[src/rtl/mac_pkg.sv]
// Shared constants, state encoding and status-word layout for the MAC receive path.
// Consumers: mac_rx, mac_crc32_serial (CRC built only with MAC_RX_CRC_EN).
package mac_pkg;

  localparam logic [7:0]  SFD         = 8'hD5;
  localparam logic [31:0] CRC_POLY    = 32'h04C11DB7;
  localparam logic [31:0] CRC_INIT    = 32'hFFFFFFFF;
  localparam logic [31:0] CRC_RESIDUE = 32'hC704DD7B;

  localparam int LEN_LSB  = 0;
  localparam int LEN_MSB  = 11;
  localparam int OVF_BIT  = 12;
  localparam int CRC_BIT  = 13;
  localparam int DRIB_BIT = 14;

  typedef enum logic [2:0] {IDLE, HUNT, DATA, FLUSH, STATUS, HOLD} rx_state_e;

  function automatic logic [31:0] status_word(input logic [11:0] len, input logic ovf,
                                              input logic crc_err, input logic drib);
    logic [31:0] s;
    s                  = '0;
    s[LEN_MSB:LEN_LSB] = len;
    s[OVF_BIT]         = ovf;
    s[CRC_BIT]         = crc_err;
    s[DRIB_BIT]        = drib;
    return s;
  endfunction

endpackage

[src/rtl/mac_crc32_serial.sv]
// Bit-serial CRC-32 (Ethernet polynomial), one data bit per enabled cycle, LSB-first stream.
module mac_crc32_serial
  import mac_pkg::*;
(
  input  logic        clk_i,
  input  logic        rst_i,
  input  logic        clr,
  input  logic        en,
  input  logic        bit_in,
  output logic [31:0] crc
);

  logic fb;
  assign fb = crc[31] ^ bit_in;

  always_ff @(posedge clk_i or negedge rst_i) begin
    if (!rst_i)    crc <= CRC_INIT;
    else if (clr)  crc <= CRC_INIT;
    else if (en)   crc <= {crc[30:0], 1'b0} ^ (fb ? CRC_POLY : 32'h0);
  end

endmodule

[src/rtl/mac_rx.sv]
// Ethernet MAC receive path: SFD hunt, LSB-first word packing into the RX buffer, status word 0.
// Optional CRC-32 check of the stored frame when MAC_RX_CRC_EN is defined.
module mac_rx
  import mac_pkg::*;
#(
  parameter int MAX_BYTES = 1536,
  parameter int ADDR_W    = 9
) (
  input  logic              clk_i,
  input  logic              rst_i,
  input  logic              rx_dv,
  input  logic              rxd,
  input  logic              rx_bit_stb,
  input  logic              rx_release,
  output logic              wr_en,
  output logic [ADDR_W-1:0] wr_addr,
  output logic [31:0]       wr_data,
  output logic              rxfull,
  output logic              rx_busy,
  output logic [7:0]        drop_cnt
);

  localparam int                CNT_W    = 15;
  localparam logic [CNT_W-1:0]  MAX_BITS = CNT_W'(MAX_BYTES * 8);

  rx_state_e         state;
  logic              dv_q;
  logic [7:0]        sr;
  logic [CNT_W-1:0]  bitcnt;
  logic [31:0]       word;
  logic              ovf;

  logic              rise;
  logic [7:0]        sr_nxt;
  logic              store;
  logic              crc_err;
  logic [ADDR_W-1:0] word_addr;
  logic [31:0]       status;

  assign rise      = rx_dv & ~dv_q;
  assign sr_nxt    = {rxd, sr[7:1]};
  assign store     = (state == DATA) && rx_bit_stb && (bitcnt < MAX_BITS);
  assign word_addr = ADDR_W'(bitcnt[CNT_W-2:5]) + ADDR_W'(1);
  assign status    = status_word(bitcnt[CNT_W-1:3], ovf, crc_err, bitcnt[2:0] != 3'd0);

`ifdef MAC_RX_CRC_EN
  logic [31:0] crc, crc_cap;
  logic        byte_pend, sfd_hit;

  assign sfd_hit = (state == HUNT) && rx_dv && rx_bit_stb && (sr_nxt == SFD);

  mac_crc32_serial u_crc (
    .clk_i  (clk_i),
    .rst_i  (rst_i),
    .clr    (sfd_hit),
    .en     (store),
    .bit_in (rxd),
    .crc    (crc)
  );

  // Residue at the last byte boundary, so dribble bits do not spoil the check.
  always_ff @(posedge clk_i or negedge rst_i) begin
    if (!rst_i) begin
      byte_pend <= 1'b0;
      crc_cap   <= CRC_INIT;
    end else begin
      byte_pend <= store && (bitcnt[2:0] == 3'd7);
      if (sfd_hit)        crc_cap <= CRC_INIT;
      else if (byte_pend) crc_cap <= crc;
    end
  end

  assign crc_err = (bitcnt[CNT_W-1:3] != '0) && ((byte_pend ? crc : crc_cap) != CRC_RESIDUE);
`else
  assign crc_err = 1'b0;
`endif

  always_ff @(posedge clk_i or negedge rst_i) begin
    if (!rst_i) begin
      state    <= IDLE;
      dv_q     <= 1'b0;
      sr       <= '0;
      bitcnt   <= '0;
      word     <= '0;
      ovf      <= 1'b0;
      wr_en    <= 1'b0;
      wr_addr  <= '0;
      wr_data  <= '0;
      rxfull   <= 1'b0;
      rx_busy  <= 1'b0;
      drop_cnt <= '0;
    end else begin
      dv_q  <= rx_dv;
      wr_en <= 1'b0;
      case (state)
        IDLE: if (rise) begin
          sr      <= '0;
          state   <= HUNT;
          rx_busy <= 1'b1;
        end
        HUNT: begin
          if (!rx_dv) begin
            state   <= IDLE;
            rx_busy <= 1'b0;
          end else if (rx_bit_stb) begin
            sr <= sr_nxt;
            if (sr_nxt == SFD) begin
              bitcnt <= '0;
              word   <= '0;
              ovf    <= 1'b0;
              state  <= DATA;
            end
          end
        end
        DATA: begin
          // A strobe coinciding with the rx_dv drop is still stored.
          if (rx_bit_stb) begin
            if (store) begin
              bitcnt <= bitcnt + CNT_W'(1);
              if (bitcnt[4:0] == 5'd31) begin
                wr_en   <= 1'b1;
                wr_addr <= word_addr;
                wr_data <= {rxd, word[30:0]};
                word    <= '0;
              end else begin
                word[bitcnt[4:0]] <= rxd;
              end
            end else begin
              ovf <= 1'b1;
            end
          end
          if (!rx_dv) state <= FLUSH;
        end
        FLUSH: begin
          wr_en <= 1'b1;
          if (bitcnt[4:0] != 5'd0) begin
            wr_addr <= word_addr;
            wr_data <= word;
            state   <= STATUS;
          end else begin
            wr_addr <= '0;
            wr_data <= status;
            state   <= HOLD;
            rx_busy <= 1'b0;
          end
        end
        STATUS: begin
          wr_en   <= 1'b1;
          wr_addr <= '0;
          wr_data <= status;
          state   <= HOLD;
          rx_busy <= 1'b0;
        end
        HOLD: begin
          if (rise && drop_cnt != 8'hFF) drop_cnt <= drop_cnt + 8'd1;
          if (rx_release) begin
            rxfull <= 1'b0;
            state  <= IDLE;
          end else begin
            rxfull <= 1'b1;
          end
        end
        default: state <= IDLE;
      endcase
    end
  end

endmodule

[config.mk]
export PLATFORM = sky130hd
export DESIGN_NAME = mac_rx
export DESIGN_NICKNAME = d
export VERILOG_FILES = /design/src/rtl/mac_pkg.sv /design/src/rtl/mac_crc32_serial.sv /design/src/rtl/mac_rx.sv
export SDC_FILE = /design/constraint.sdc
export NUM_CORES = 1
export LEC_CHECK = 0
export CAP_MARGIN = 25
export CORE_ASPECT_RATIO = 0.75
export CORE_MARGIN = 5
export CORE_UTILIZATION = 51
export DETAILED_ROUTE_END_ITERATION = 8
export PLACE_DENSITY = 0.76
export SLEW_MARGIN = 25
export SYNTH_ARGS = -nofsm -noshare
export SYNTH_HDL_FRONTEND = slang
export SYNTH_SLANG_ARGS = --single-unit
[constraint.sdc]
create_clock -name clk_i -period 2.5 [get_ports clk_i]
set_clock_uncertainty 0.15 [all_clocks]
set_input_delay 0.5 -clock clk_i [delete_from_list [all_inputs] [get_ports clk_i]]
set_output_delay 0.5 -clock clk_i [all_outputs]
set_load 0.1 [all_outputs]
==> results of run 1 <==
-- critical path, delay by kind of cell (launching register included) --
family	cells	cell delay (ps)
adder cells (fa/ha/maj)	2	420
flip-flops	1	420
AO/OA/AOI/OAI	3	390
buffers and inverters	1	190
AND/OR/NAND/NOR	2	710
-- what timing repair did --
action,CTS,global route
setup endpoints to repair,0,0
hold endpoints to repair,31,0
hold buffers,1,0
-- final cells by class --
type	count	share of cell area
flip-flops and latches	111	0.4139
multi-input cells	356	0.3729
repair buffers	91	0.1167
clock buffers	10	0.03561
well taps	140	0.02610
inverters	38	0.02126
clock inverters	6	0.01343
-- kinds of logic after synthesis --
group                    count (synthesis)  share of synthesized area
AO/OA/AOI/OAI                          179                     0.2170
XOR/XNOR                                13                    0.02031
adder cells (fa/ha/maj)                  7                    0.01562
buffers and inverters                   80                    0.06027
flip-flops                             111                     0.4955
multiplexers                            25                    0.05000
AND/OR/NAND/NOR                        132                     0.1413
-- synthesized netlist by cell type, types with 4 or more instances --
cell and count:
nor2b_1 4, nand4_1 4, a22o_1 26, nor3_1 5
o2111ai_4 4, nor2_1 13, buf_4 4, mux2_2 14
inv_1 38, xnor2_1 6, mux2_1 10, nand2_1 39
nand3_1 17, a221o_1 7, and3_1 6, a31oi_1 5
nand3b_1 6, buf_2 12, o21ai_0 16, a21oi_1 72
clkbuf_1 25, dfrtp_1 111, o22ai_1 32, xor2_1 7
and2_1 7, ha_1 7
-- final timing paths --
check | start | endpoint | slack [ps] | cells past startpoint
worst min-delay path | rxfull$_DFFE_PN0N_ | rxfull$_DFFE_PN0N_ | 340 | 2
worst min register to register | rxfull$_DFFE_PN0N_ | rxfull$_DFFE_PN0N_ | 340 | 2
min in group asynchronous | rst_i | drop_cnt[4]$_DFFE_PN0P_ | 500 | 2
worst max-delay path | bitcnt[1]$_DFFE_PN0P_ | word[30]$_DFFE_PN0P_ | 130 | 8
worst max register to register | bitcnt[1]$_DFFE_PN0P_ | word[30]$_DFFE_PN0P_ | 130 | 8
max in group asynchronous | rst_i | word[5]$_DFFE_PN0P_ | 1090 | 3
-- layer usage --
layer	share of wire	GRT usage	vias to the layer above	wire [microns]
li1	-	-	2101	-
met1	0.48	0.3344	2204	6660
met2	0.43	0.3151	180	5998
met3	0.081	0.05244	23	1131
met4	0.015	0.07115	0	213
met5	0	0	-	0
-- where the power goes --
part	internal [mW]	switching, mW
clock	0.912	0.681
combinational	0.109	0.223
sequential	1.84	0.0609
total	2.86	0.964
-- state kept, by name (all words and copies together), names as in the netlist --
name      count
word         32
wr_data      32
bitcnt       15
wr_addr       9
drop_cnt      8
sr            7
state         3
dv_q          1
ovf           1
rx_busy       1
rxfull        1
wr_en         1
==> impl_metrics.py, run 1 <==
metrics = {
    "clock_network": {
        "cts_buffers": 9,
        "clk_pin_slew_ps": 70,
        "cts_setup_buffers": 0,
        "clockBufferDepth": 2,
        "post_cts_resized": 0,
        "htreeDepth": 3,
        "cts_tree": "done",
        "insertion_delay_ps": 360,
        "cts.sink_count": 111,
        "cts_root_buffer": "clkbuf_16",
    },
    "setup_path": {
        "crit_type": "reg -> reg",
        "max_stage_delay_ps": 530,
        "crit_path_top_delay_cell": "or4b_1",
        "critPathMaxFanout": 31,
        "crit_required_ps": 2620,
        "worstPathArrival_ps": 2490,
        "cp_cell_sequence": "ha_2, and3_1, ha_2, or4b_1, buf_12, a21oi_1, a21oi_1, o22ai_1",
        "end_kind": "flop",
        "startpoint_type": "flop",
    },
    "routing": {
        "drt_wl_total_microns": 14000,
        "dr_total_vias": 4508,
        "drc": 0,
        "postRouteAntennaNets": 0,
        "routed_via_density": 5.995,
        "routedWlPerCell_microns": 18.62,
        "dr.first_iter.drc_count": 478,
        "drt-pass1-iter-count": 5,
    },
    "timing": {
        "setup_ws_ps": 129.5,
        "hold_ws_ps": 343.7,
        "tightest_slew_ps": 539.4,
        "fin_crit_ps": 2371,
        "rsz0062_at_grt": "no",
        "setup_violations": 0,
        "fmax_ghz": 0.4218,
        "setup_tns_ps": 0,
        "fin_crit_sh": 0.9482,
        "hold_violations": 0,
        "slew-limit-headroom": 0.6376,
        "slew_violations": 0,
    },
    "synth": {
        "synthDistinctLibCells": 64,
        "ys_async_sr_fraction": 1.000,
        "yosysWarnings": 0,
        "synth_top_area_frac": 0.4955,
        "synth_top_flop_cell": "dfrtp_1",
        "ys_seq_area_frac": 0.4955,
        "syn_area_sq_mm": 0.005605,
        "syn-num-nets": 560,
        "post-synth-top-area-cell": "dfrtp_1",
        "avgSynthCellArea_sq_um": 10.25,
        "synth_edf_count": 0,
        "ys_ff_latch": 111,
        "synthCells": 547,
        "synth_area_leaders": "dfrtp_1 (50%), a21oi_1 (6.4%), a22o_1 (4.1%)",
    },
    "final_layout": {
        "final_cell_area_sq_mm": 0.006710,
        "fin_cells": 752,
        "area_growth_pct": 19.71,
        "diodes": 0,
        "layout_commonest_cell": "dfrtp_1",
        "regArea_sq_mm": 0.002778,
        "drive_above_1_share": 0.2206,
        "final_nets": 620,
        "most-common-layout-cells": "dfrtp_1 (111), buf_4 (79), a21oi_1 (72), nand2_1 (39), inv_1 (38)",
        "multi_input_comb_area_sq_mm": 0.002502,
        "fillCellCount": 867,
        "utilization": 0.6179,
    },
    "floorplan": {
        "rows": 33,
        "die-area_sq_mm": 0.01321,
        "io_pins": 58,
        "start_util": 0.5162,
        "dieWidth_microns": 131.1,
        "core_sq_mm": 0.01086,
        "die_h_microns": 100.8,
    },
    "global_route": {
        "grt_use_total": 0.2218,
        "grt_pass1_wl_microns": 22710,
        "grt-ovfl-total": 0,
        "grt_antenna_before_repair": 0,
        "grt_pass1_vias": 4300,
        "grt_max_degree": 42,
    },
    "place": {
        "place_area_sq_mm": 0.006371,
        "port_buffers": 57,
        "routabilityCongestion": 0.9023,
        "place_ws_ps": -55.29,
        "hpwlAfterDp_microns": 9722,
        "dp.cells": 735,
    },
    "power_and_ir_drop": {
        "p_total_mw": 3.826,
        "irDropWorstVdd_uv": 386.1,
        "power-per-cell-area_mw_per_mm2": 570.1,
        "cellLeakagePower_nw": 3.256,
    },
    "job": {
        "maxCapViolCount": 0,
    },
    "worst_hold_path": {
        "hold_path.class": "reg -> reg",
    },
    "outcome": {
        "status": "finished, final reports clean",
    },
}
(Power assumes the default switching activity.)
==> run 2: changes to the inputs <==
CAP_MARGIN = 10   (was 25)
==> results of run 2 <==
No change in the layout: final DEF, timing and power equal those of run 1.
==> run 3: changes to the inputs <==
PLACE_DENSITY = 0.83   (was 0.76)
SKIP_LAST_GASP = 1   (was unset)
==> run 3 against run 2 <==
Against the previous run: non-clock buffer count decreased by 2; largest cell class unchanged; sequential power barely moved; wire length up 3.7%; global-route usage up 1.1 points; worst setup slack worse by 49 ps; hold slack worse by 9.4 ps; total power decreased by 1.3%; largest power group unchanged; final area fell by 0.62%; maximum frequency is 2.0% lower.
==> impl_metrics.py, run 3 (synthesis gave the netlist of run 1 again) <==
metrics = {
    "power_and_ir_drop": {
        "p_comb_frac": 0.089,
        "p_total_mw": 3.776,
        "irDropWorstVdd_uv": 388.9,
        "power.switching_mw": 1.011,
        "intPower_mw": 2.765,
        "clkPwrFrac": 0.406,
        "switching_share": 0.2677,
        "power-per-cell-area_mw_per_mm2": 566.2,
        "power_frac_seq": 0.504,
        "cellLeakagePower_nw": 3.241,
    },
    "timing": {
        "slew_violations": 0,
        "rsz0062_at_grt": "no",
        "fmax_ghz": 0.4134,
        "setup_ws_ps": 80.90,
        "fin_crit_sh": 0.9676,
        "tightest_slew_ps": 563.3,
        "fin_crit_ps": 2419,
        "hold_ws_ps": 334.3,
        "setup_tns_ps": 0,
        "setup_violations": 0,
        "hold_violations": 0,
        "slew-limit-headroom": 0.6237,
    },
    "setup_path": {
        "endpoint": "wr_data[6]$_DFFE_PN0P_",
        "timing.rr.start": "bitcnt[0]$_DFFE_PN0P_",
        "end_kind": "flop",
        "critPathMaxFanout": 13,
        "worstPathArrival_ps": 2510,
        "r2r-end": "wr_data[6]$_DFFE_PN0P_",
        "reg2reg_slack_ps": 80,
        "crit_type": "reg -> reg",
        "crit_required_ps": 2590,
        "cp-startpoint": "bitcnt[0]$_DFFE_PN0P_",
        "startpoint_type": "flop",
        "reg2reg_depth": 6,
    },
    "global_route": {
        "grt_max_degree": 60,
        "grt_pass1_vias": 4427,
        "grt-ovfl-total": 0,
        "grt_antenna_before_repair": 0,
        "grt_use_total": 0.2326,
        "grt_pass1_wl_microns": 23790,
    },
    "floorplan": {
        "io_pins": 58,
        "start_util": 0.5162,
        "dieWidth_microns": 131.1,
        "core_sq_mm": 0.01086,
        "die_h_microns": 100.8,
        "die-area_sq_mm": 0.01321,
        "rows": 33,
    },
    "clock_network": {
        "cts_buffers": 9,
        "cts.sink_count": 111,
        "cts_tree": "done",
        "clk_pin_slew_ps": 80,
        "cts_root_buffer": "clkbuf_16",
        "clockBufferDepth": 2,
        "insertion_delay_ps": 360,
        "htreeDepth": 3,
    },
    "routing": {
        "routedWlPerCell_microns": 19.37,
        "dr.first_iter.drc_count": 527,
        "dr_total_vias": 4579,
        "drt-pass1-iter-count": 5,
        "routed_via_density": 6.105,
        "drt_wl_total_microns": 14530,
        "drc": 0,
        "postRouteAntennaNets": 0,
    },
    "final_layout": {
        "top_regs": "word x32, wr_data x32, bitcnt x15",
        "most-common-layout-cells": "dfrtp_1 (110), buf_4 (78), a21oi_1 (72), nand2_1 (39), inv_1 (38)",
        "fin_cells": 750,
        "drive_above_1_share": 0.2197,
        "diodes": 0,
        "fillCellCount": 884,
        "area_growth_pct": 18.97,
        "final_nets": 618,
        "layout_commonest_cell": "dfrtp_1",
    },
    "worst_hold_path": {
        "hold_path.class": "reg -> reg",
    },
    "place": {
        "dp.cells": 733,
        "routabilityCongestion": 0.9314,
        "hpwlAfterDp_microns": 9947,
        "place_ws_ps": -44.35,
        "port_buffers": 57,
    },
    "outcome": {
        "status": "finished, final reports clean",
    },
    "job": {
        "maxCapViolCount": 0,
    },
}
==> run 3: metal layers <==
metal	vias to the layer above	wire length, microns	global-route usage
met5	-	0	0
met4	0	256	0.07115
met3	20	1241	0.05773
met2	194	6400	0.3323
met1	2255	6627	0.3485
li1	2110	-	-
==> run 3: per-stage QoR <==
step / area, sq um / utilization
finish: 6669 / 0.6141
global route: 6669 / 0.6141
CTS: 6664 / 0.6137
detailed placement: 6331 / 0.5830
global placement: 6331 / 0.5830
floorplan: 5615 / -
==> run 3: final cells by class <==
type	instances	area [sq um]	share of cell area
Clock buffer	9	225.2	0.03377
Clock inverter	7	97.59	0.01463
Inverter	38	142.6	0.02139
Multi-Input combinational cell	356	2502	0.3752
Sequential cell	111	2779	0.4167
Tap cell	140	175.2	0.02627
Timing Repair Buffer	89	747.0	0.1120
==> run 3: worst max-delay path, stage by stage (launching register included) <==
cell and delay, ps:
dfrtp_2 450, ha_2 210, and3_1 190, ha_2 230, a31o_2 250, a21oi_4 420, mux2_2 400
==> run 3: worst min-delay path by stage <==
| stage | from | to | slack (ps) | cells after the start |
|---|---|---|---|---|
| global route | sr[1]$_DFFE_PN0P_ | sr[1]$_DFFE_PN0P_ | 360 | 2 |
| global placement | rst_i | wr_data[29]$_DFFE_PN0P_ | 310 | 1 |
| finish | sr[1]$_DFFE_PN0P_ | sr[1]$_DFFE_PN0P_ | 330 | 2 |
| detailed placement | rst_i | wr_data[27]$_DFFE_PN0P_ | 320 | 1 |
| floorplan | rst_i | bitcnt[0]$_DFFE_PN0P_ | 50 | 0 |
| CTS | sr[1]$_DFFE_PN0P_ | sr[1]$_DFFE_PN0P_ | 340 | 2 |
==> run 3: repair_timing <==
| item | in CTS | in global routing |
|---|---|---|
| endpoints found under the setup margin | 0 | 12 |
| gates resized for setup | 0 | 2 |
| endpoints found under the hold margin | 32 | 0 |
| buffers inserted | 0 | 0 |
| hold buffers | 1 | 0 |
==> run 3: power by group through the flow <==
| stage | Combinational (mW) | Clock, mW | Sequential [mW] |
|---|---|---|---|
| 2_1_floorplan | 0.175 | 0 | 1.97 |
| 3_3_place_gp | 0.328 | 0 | 1.93 |
| 3_5_place_dp | 0.338 | 0 | 1.94 |
| 4_1_cts | 0.341 | 1.56 | 1.90 |
| 5_1_grt | 0.376 | 1.63 | 1.91 |
| 6_report | 0.337 | 1.53 | 1.90 |
